$ cat src/rtl/rv32i_pkg.sv
// Shared RV32I multicycle-control definitions: opcodes, select encodings
// and the main controller state set. The immSrc encoding is shared with the
// immediate extender. Build option JALR_EN adds the two jalr states.
package rv32i_pkg;

    localparam logic [6:0] OP_LOAD   = 7'b0000011;
    localparam logic [6:0] OP_STORE  = 7'b0100011;
    localparam logic [6:0] OP_RTYPE  = 7'b0110011;
    localparam logic [6:0] OP_ITYPE  = 7'b0010011;
    localparam logic [6:0] OP_JAL    = 7'b1101111;
    localparam logic [6:0] OP_BRANCH = 7'b1100011;
    localparam logic [6:0] OP_JALR   = 7'b1100111;

    localparam logic [2:0] F3_BEQ = 3'b000;
    localparam logic [2:0] F3_BNE = 3'b001;

    typedef enum logic [1:0] {
        IMM_I = 2'b00,
        IMM_S = 2'b01,
        IMM_B = 2'b10,
        IMM_J = 2'b11
    } imm_src_e;

    typedef enum logic [1:0] {
        SRCA_PC    = 2'b00,
        SRCA_OLDPC = 2'b01,
        SRCA_RS1   = 2'b10
    } alu_src_a_e;

    typedef enum logic [1:0] {
        SRCB_RS2  = 2'b00,
        SRCB_IMM  = 2'b01,
        SRCB_FOUR = 2'b10
    } alu_src_b_e;

    typedef enum logic [1:0] {
        ALUOP_ADD   = 2'b00,
        ALUOP_SUB   = 2'b01,
        ALUOP_FUNCT = 2'b10
    } alu_op_e;

    typedef enum logic [1:0] {
        RES_ALUOUT = 2'b00,
        RES_RDATA  = 2'b01,
        RES_ALURES = 2'b10
    } result_src_e;

    typedef enum logic [3:0] {
        S_FETCH,
        S_DECODE,
        S_MEMADR,
        S_MEMREAD,
        S_MEMWB,
        S_MEMWRITE,
        S_EXECR,
        S_EXECI,
        S_ALUWB,
        S_BRANCH,
        S_JAL,
        S_ERROR
`ifdef JALR_EN
        , S_JALR_CALC,
        S_JALR_JMP
`endif
    } state_e;

endpackage

$ cat src/rtl/main_fsm_imm_dec.sv
// Immediate-format decoder: selects the extender format from the opcode alone.
module imm_dec
    import rv32i_pkg::*;
(
    input  logic [6:0] opcode_i,
    output logic [1:0] imm_src_o
);

    // Opcode to immediate format; unknown opcodes fall back to I-type
    always_comb begin
        case (opcode_i)
            OP_STORE:  imm_src_o = IMM_S;
            OP_BRANCH: imm_src_o = IMM_B;
            OP_JAL:    imm_src_o = IMM_J;
            default:   imm_src_o = IMM_I;
        endcase
    end

endmodule

$ cat src/rtl/main_fsm.sv
// Multicycle RV32I main controller (Moore FSM). Define JALR_EN to add
// jalr support through the JALR_CALC / JALR_JMP states; otherwise jalr
// is treated as an unsupported instruction.
module main_fsm
    import rv32i_pkg::*;
(
    input  logic       clk,
    input  logic       rst_n,
    input  logic [6:0] opcode,
    input  logic [2:0] funct3,
    input  logic       zero,
    input  logic       memReady,
    output logic [1:0] immSrc,
    output logic [1:0] aluSrcA,
    output logic [1:0] aluSrcB,
    output logic [1:0] aluOp,
    output logic [1:0] resultSrc,
    output logic       adrSrc,
    output logic       irWrite,
    output logic       pcWrite,
    output logic       regWrite,
    output logic       memWrite,
    output logic       illegal
);

    state_e state_q, state_d;
    logic   ir_w, pc_w, reg_w, mem_w;

    imm_dec u_imm_dec (
        .opcode_i  (opcode),
        .imm_src_o (immSrc)
    );

    // State register; reset returns to FETCH immediately
    always_ff @(posedge clk or negedge rst_n) begin
        if (!rst_n) begin
            state_q <= S_FETCH;
        end else begin
            // NOTE: sequential state uses non-blocking assignment so every flop samples pre-edge values.
            state_q <= state_d;
        end
    end

    // Next-state logic
    always_comb begin
        // NOTE: default assignment first so no path leaves state_d unassigned (no latch).
        state_d = state_q;
        case (state_q)
            S_FETCH:    if (memReady) state_d = S_DECODE;
            S_DECODE: begin
                if (opcode == OP_LOAD || opcode == OP_STORE)  state_d = S_MEMADR;
                else if (opcode == OP_RTYPE)                  state_d = S_EXECR;
                else if (opcode == OP_ITYPE)                  state_d = S_EXECI;
                else if (opcode == OP_JAL)                    state_d = S_JAL;
                else if (opcode == OP_BRANCH &&
                         (funct3 == F3_BEQ || funct3 == F3_BNE)) state_d = S_BRANCH;
`ifdef JALR_EN
                else if (opcode == OP_JALR)                   state_d = S_JALR_CALC;
`endif
                else                                          state_d = S_ERROR;
            end
            S_MEMADR:   state_d = (opcode == OP_LOAD) ? S_MEMREAD : S_MEMWRITE;
            S_MEMREAD:  if (memReady) state_d = S_MEMWB;
            S_MEMWB:    state_d = S_FETCH;
            S_MEMWRITE: if (memReady) state_d = S_FETCH;
            S_EXECR:    state_d = S_ALUWB;
            S_EXECI:    state_d = S_ALUWB;
            S_ALUWB:    state_d = S_FETCH;
            S_BRANCH:   state_d = S_FETCH;
            S_JAL:      state_d = S_ALUWB;
            S_ERROR:    state_d = S_ERROR;
`ifdef JALR_EN
            S_JALR_CALC: state_d = S_JALR_JMP;
            S_JALR_JMP:  state_d = S_ALUWB;
`endif
            default:    state_d = S_FETCH;
        endcase
    end

    // Output decode from state; only FETCH and BRANCH strobes look at inputs
    always_comb begin
        aluSrcA   = SRCA_PC;
        aluSrcB   = SRCB_RS2;
        aluOp     = ALUOP_ADD;
        resultSrc = RES_ALUOUT;
        adrSrc    = 1'b0;
        ir_w      = 1'b0;
        pc_w      = 1'b0;
        reg_w     = 1'b0;
        mem_w     = 1'b0;
        case (state_q)
            S_FETCH: begin
                aluSrcB   = SRCB_FOUR;
                resultSrc = RES_ALURES;
                ir_w      = memReady;
                pc_w      = memReady;
            end
            S_DECODE: begin
                aluSrcA = SRCA_OLDPC;
                aluSrcB = SRCB_IMM;
            end
            S_MEMADR: begin
                aluSrcA = SRCA_RS1;
                aluSrcB = SRCB_IMM;
            end
            S_MEMREAD:  adrSrc = 1'b1;
            S_MEMWB: begin
                resultSrc = RES_RDATA;
                reg_w     = 1'b1;
            end
            S_MEMWRITE: begin
                adrSrc = 1'b1;
                mem_w  = 1'b1;
            end
            S_EXECR: begin
                aluSrcA = SRCA_RS1;
                aluOp   = ALUOP_FUNCT;
            end
            S_EXECI: begin
                aluSrcA = SRCA_RS1;
                aluSrcB = SRCB_IMM;
                aluOp   = ALUOP_FUNCT;
            end
            S_ALUWB:    reg_w = 1'b1;
            S_BRANCH: begin
                aluSrcA = SRCA_RS1;
                aluOp   = ALUOP_SUB;
                pc_w    = (funct3 == F3_BNE) ? ~zero : zero;
            end
            S_JAL: begin
                aluSrcA = SRCA_OLDPC;
                aluSrcB = SRCB_FOUR;
                pc_w    = 1'b1;
            end
`ifdef JALR_EN
            S_JALR_CALC: begin
                aluSrcA = SRCA_RS1;
                aluSrcB = SRCB_IMM;
            end
            S_JALR_JMP: begin
                aluSrcA = SRCA_OLDPC;
                aluSrcB = SRCB_FOUR;
                pc_w    = 1'b1;
            end
`endif
            default: ;
        endcase
    end

    // Strobes are held low while reset is asserted, even if memReady is high
    assign irWrite  = ir_w  & rst_n;
    assign pcWrite  = pc_w  & rst_n;
    assign regWrite = reg_w & rst_n;
    assign memWrite = mem_w & rst_n;
    assign illegal  = (state_q == S_ERROR);

endmodule

$ cat config.mk
export PLATFORM = sky130hd
export DESIGN_NAME = main_fsm
export DESIGN_NICKNAME = d
export VERILOG_FILES = /design/src/rtl/rv32i_pkg.sv /design/src/rtl/main_fsm_imm_dec.sv /design/src/rtl/main_fsm.sv
export SDC_FILE = /design/constraint.sdc
export NUM_CORES = 1
export LEC_CHECK = 0
export ABC_CLOCK_PERIOD_IN_PS = 1820
export BUFFER_PORTS_ARGS = -buffer_cell sky130_fd_sc_hd__buf_2
export CAP_MARGIN = 20
export CORE_AREA = 2 2 40 42
export CTS_CLUSTER_DIAMETER = 120
export CTS_CLUSTER_SIZE = 40
export DETAILED_ROUTE_END_ITERATION = 10
export DIE_AREA = 0 0 42 44
export PLACE_DENSITY = 0.75
export SYNTH_ARGS = -nofsm -noshare
export SYNTH_HDL_FRONTEND = slang
export SYNTH_SLANG_ARGS = --single-unit
$ cat constraint.sdc
create_clock -name clk -period 1.82 [get_ports clk]
set_input_delay 0.273 -clock clk [delete_from_list [all_inputs] [get_ports clk]]
set_output_delay 0.273 -clock clk [all_outputs]
set_load 0.05 [all_outputs]
Word-level counts from Yosys, hierarchy flattened

Cells that the tools add are included.

Bitwise gates (word level): 5
Equality and inequality tests: 21
Multiplexer cells: 21
Reduce and logical (&&, ||, !) cells: 14

Operator list:

| cell                                                 | number |
|---|---|
| one-hot mux 4 bit (7 select lines)                   | 1 |
| 2-to-1 mux 4 bit                                     | 6 |
| equality test 4 x 3 -> 1 bit (second input constant) | 4 |
| equality test 4 bit (second input constant)          | 4 |
| one-hot mux 2 bit (2 select lines)                   | 4 |
| equality test 7 x 6 -> 1 bit (second input constant) | 2 |
| equality test 7 bit (second input constant)          | 2 |
| OR reduction 2 bit                                   | 5 |
| equality test 4 x 2 -> 1 bit (second input constant) | 2 |
| equality test 7 x 2 -> 1 bit (second input constant) | 1 |
| equality test 7 x 5 -> 1 bit (second input constant) | 1 |
| inequality test 2 bit (second input constant)        | 3 |
| one-hot mux 2 bit (3 select lines)                   | 1 |
| OR reduction 3 bit                                   | 2 |
| 2-to-1 mux 1 bit                                     | 5 |
| AND 1 bit                                            | 4 |
| equality test 4 x 1 -> 1 bit (second input constant) | 1 |
| logical NOT 4 bit                                    | 1 |
| 2-to-1 mux 2 bit                                     | 2 |
| OR reduction 4 bit                                   | 1 |
| equality test 3 x 1 -> 1 bit (second input constant) | 1 |
| logical NOT 3 bit                                    | 1 |
| 2-to-1 mux 3 bit                                     | 1 |
| one-hot mux 1 bit (3 select lines)                   | 1 |
| 4 further kinds                                      | 5 |

Bits in registers: 4
Word-level logic and storage cells: 62
Bits of input ports: 14
Output and inout port bits: 16

Logic depth before layout (Yosys ltp)

Word-level depth: 9
Depth in mapped cells: 5
Mapped depth without buffers: 4

Hierarchy

A second synthesis with hierarchy kept.

Cells, all modules: 81
Area total of the unflattened synthesis: 604.3 um2

Modules (own cells, without submodules):

| module   | seq. area each (um2) | times used | area each (um2) | cells an instance |
|---|---|---|---|---|
| main_fsm | 100.1                | 1          | 560.5           | 75 |
| imm_dec  | 0.0                  | 1          | 43.8            | 6 |

Worst setup path before layout

OpenSTA, ideal clock, no wires.

Kind: flip-flop to output port
Start point: register state_q[0]
End point: output resultSrc[0]
Slack: -0.847 ns
Data arrival time: 2.394 ns
Required time: 1.547 ns
Cell stages (with the launch flop): 4
Path buffers: 2
Path through: dfrtp_1 > buf_2 > buf_1 > nor4b_1

Word-level cells in the longest chain between the ends: 2
Elaborated cells between the ends (all ways): 3
Those cells by class: eq/ne (1); mux (1); reduce/logical (1)

RTL lines:

| element                                                                  | RTL line       | text |
|---|---|---|
| from (decl)                                                              | main_fsm.sv:26 | `state_e state_q, state_d;` |
| from (signal assigned)                                                   | main_fsm.sv:40 | `state_q <= state_d;` |
| equality test 4 x 3 -> 1 bit / logical NOT 4 bit (equally long branches) | main_fsm.sv:91 | `case (state_q)` |
| one-hot mux 2 bit (2 select lines) *                                     | main_fsm.sv:91 |  |
| to (decl)                                                                | main_fsm.sv:17 | `output logic [1:0] resultSrc,` |

Every way passes the cells marked *; elsewhere a longest branch is shown, timed or not.

Final worst setup path

Start point: register state_q[1]
End point: output pcWrite

Word-level cells in the longest chain between the ends: 3
Elaborated cells between the ends (all ways): 5
Those cells by class: eq/ne (2); mux (1); bitwise (1); reduce/logical (1)

RTL lines:

| element                                                         | RTL line        | text |
|---|---|---|
| equality test 4 bit / logical NOT 4 bit (equally long branches) | main_fsm.sv:91  |  |
| one-hot mux 1 bit (3 select lines) *                            | main_fsm.sv:91  |  |
| AND 1 bit *                                                     | main_fsm.sv:152 | `assign pcWrite = pc_w & rst_n;` |
| to (decl)                                                       | main_fsm.sv:20  | `output logic pcWrite,` |

Marked as above.

==> results.cfg <==
[timing]
setup_violations = 0
hold_viol = 0
fin_ws_ns = 0.06240
finalClockSkew_ns = 0.007199
fin_crit_ns = 1.758
fin_crit_sh = 0.9657
tightest_slew_ns = 0.3143
finalSetupTns_ns = 0
slew_violations = 0
slew_headroom = 0.7887
fmax_ghz = 0.5690

[min_path]
hold_class = in -> reg

[place]
numPortBuffers = 29
gp_congestion = 0.8491
dp_slack_ns = 0.2004
placed_area_um2 = 792.0
dp_hpwl_um = 1174

[clock_tree]
clock_latency_ns = 0.24
cts_tree = built
htreeDepth = 1
clk_pin_slew_ns = 0.04
cts_sinks = 4
cts_buffer_depth = 2
root_buffer = clkbuf_4
cts_buffers = 3

[die]
dieArea_um2 = 1848
core_area_um2 = 1419
start_util = 0.4153
fp.dieW_um = 42
num_rows = 14
die_h_um = 44
ios = 30

[grt]
track_usage = 0.1832
grt_pass1_wl_um = 2649
gr-total-overflow = 0
grt_max_degree = 20
antenna_found_initial = 0
grt_pass1_vias = 647

[worst_setup_path]
crit_top_cell = buf_6
path_cells = buf_6 -> o21a_1 -> o22ai_1 -> and3b_1 -> buf_6
required_ns = 1.55
slowest_stage = dfrtp_2
critical_path_class = reg -> out
endpoint_kind = primary output
reg2reg_slack_ns = 0.25
critPathBufInv = 2
critPathLaunchType = flop
critical_path.top_delay_family = flip-flops
cp_max_fo = 6
critPathMaxStageDelay_ns = 0.46
cp_data_arrival_time_ns = 1.48

[finish]
drive_gt1_frac = 0.5000
stdcell_area_um2 = 960.9
synthToLayoutAreaGrowth_pct = 63.06
fin_util = 0.6772
layout.nets = 140
final_common_cell = buf_2
reg_top3 = state_q x4
top_register = state_q
antenna_cells = 0
final_cell_mix = buf_2 (26), nor2_1 (10), buf_4 (10)
largest_reg_flops = 4

[yosys]
yosysUniqueCellTypes = 39
syn_nets = 100
syn_inst = 86
syn-cell-area_um2 = 589.3
syn_avg_cell_area_um2 = 6.853
ys_seq_area_frac = 0.1699
ys_ff_latch = 4
ys_warn_count = 0

[drt]
drtPass1Iterations = 4
wl_um = 1758
first_iter_violations = 7
ant_nets = 0
vias_per_cell = 5.607
wl_per_cell_um = 12.56
drc = 0
via_count = 785

[run]
max_cap_viol_count = 0

[pwr]
switching_share = 0.5584
peakVddDrop_v = 0.0008141
finalPower_uw = 1632
combPwrFrac = 0.821
seqPwrFrac = 0.109
internal-power_uw = 720.7
p_sw_uw = 911.5
power_frac_clock = 0.070
leakagePower_uw = 0.0004470
power_density_nw_per_um2 = 1699

[run_status]
status = complete, no violations
==> logic make-up after synthesis <==
family | share of synthesized area
AO/OA/AOI/OAI | 0.2187
AND/OR/NAND/NOR | 0.4905
buffers and inverters | 0.07643
XOR/XNOR | 0.04459
flip-flops | 0.1699
==> layer usage <==
metal  global-route usage  share of wire  vias to the layer above
met5                    0              0                        -
met4              0.09677          0.026                        0
met3             0.004167          0.065                        4
met2               0.3219           0.49                       39
met1               0.2298           0.42                      351
li1                     -              -                      391
==> synth_stat cells (all sizes together) <==
master,instances,share of area
a311oi,1,0.015
nor2b,3,0.032
xor2,1,0.015
nor2,13,0.096
a211oi,1,0.013
o31a,1,0.015
a31oi,1,0.011
a22oi,1,0.013
o41ai,1,0.015
and4,1,0.015
nor4,3,0.042
o221a,1,0.019
nand2,8,0.051
o21ai,4,0.034
nand4b,1,0.015
and4b,1,0.017
xnor2,2,0.030
nor3b,2,0.025
o22ai,2,0.021
a21oi,6,0.051
and3,1,0.011
buf,6,0.057
or2,2,0.021
nand2b,3,0.032
o21a,1,0.013
or3,1,0.011
nor3,3,0.025
dfrtp,4,0.17
nand3,3,0.025
and3b,2,0.030
nand3b,1,0.013
or3b,1,0.015
clkbuf,3,0.019
nor4b,1,0.015
==> path summary, 6_finish.rpt <==
check / from / to / depth (start not counted)
min: funct3[2] / state_q[1]$_DFFE_PN0P_ / 3
max reg2reg: state_q[2]$_DFFE_PN0P_ / state_q[0]$_DFFE_PN0P_ / 6
min in group asynchronous: rst_n / state_q[0]$_DFFE_PN0P_ / 2
max: state_q[1]$_DFFE_PN0P_ / pcWrite / 5
min reg2reg: state_q[3]$_DFFE_PN0P_ / state_q[2]$_DFFE_PN0P_ / 2
max in group asynchronous: rst_n / state_q[2]$_DFFE_PN0P_ / 2
==> worst reg2reg max path, cell delays in order, from the launching register on <==
cell	delay (ns)
dfrtp_2	0.46
dlymetal6s2s_1	0.21
buf_4	0.16
or2_0	0.19
a31oi_1	0.16
a21oi_1	0.06
o221a_1	0.22
==> power by group through the flow <==
stage,clock [uW],sequential (uW),combinational [uW]
after floorplan,0,131,900
after global placement,0,176,1080
after detailed placement,0,177,1090
after CTS,116,178,1110
after global routing,124,184,1430
final,114,178,1340
==> per-stage QoR <==
| stage | hold WS (ns) | cells |
|---|---|---|
| after floorplan | -0.02259 | 86 |
| after global placement | 0.1009 | 129 |
| after detailed placement | 0.1026 | 129 |
| after CTS | 0.3498 | 133 |
| after global routing | 0.3685 | 140 |
| final | 0.3502 | 140 |
==> what timing repair did <==
action / 4_1_cts / 5_1_grt
buffers inserted: 0 / 7
cloned: 0 / 0
pin swaps: 0 / 4
hold buffers: 1 / 0
endpoints found under the setup margin: 2 / 7
gates resized for setup: 3 / 14
hold endpoints to repair: 4 / 0
==> area by class of cell <==
type                       count  area, um2
tap                           16      20.02
clock buffer                   3      22.52
timing repair buffer          44      304.0
fill                         113      457.9
sequential                     4      102.6
multi-input combinational     73      511.7
(Power assumes the default switching activity.)
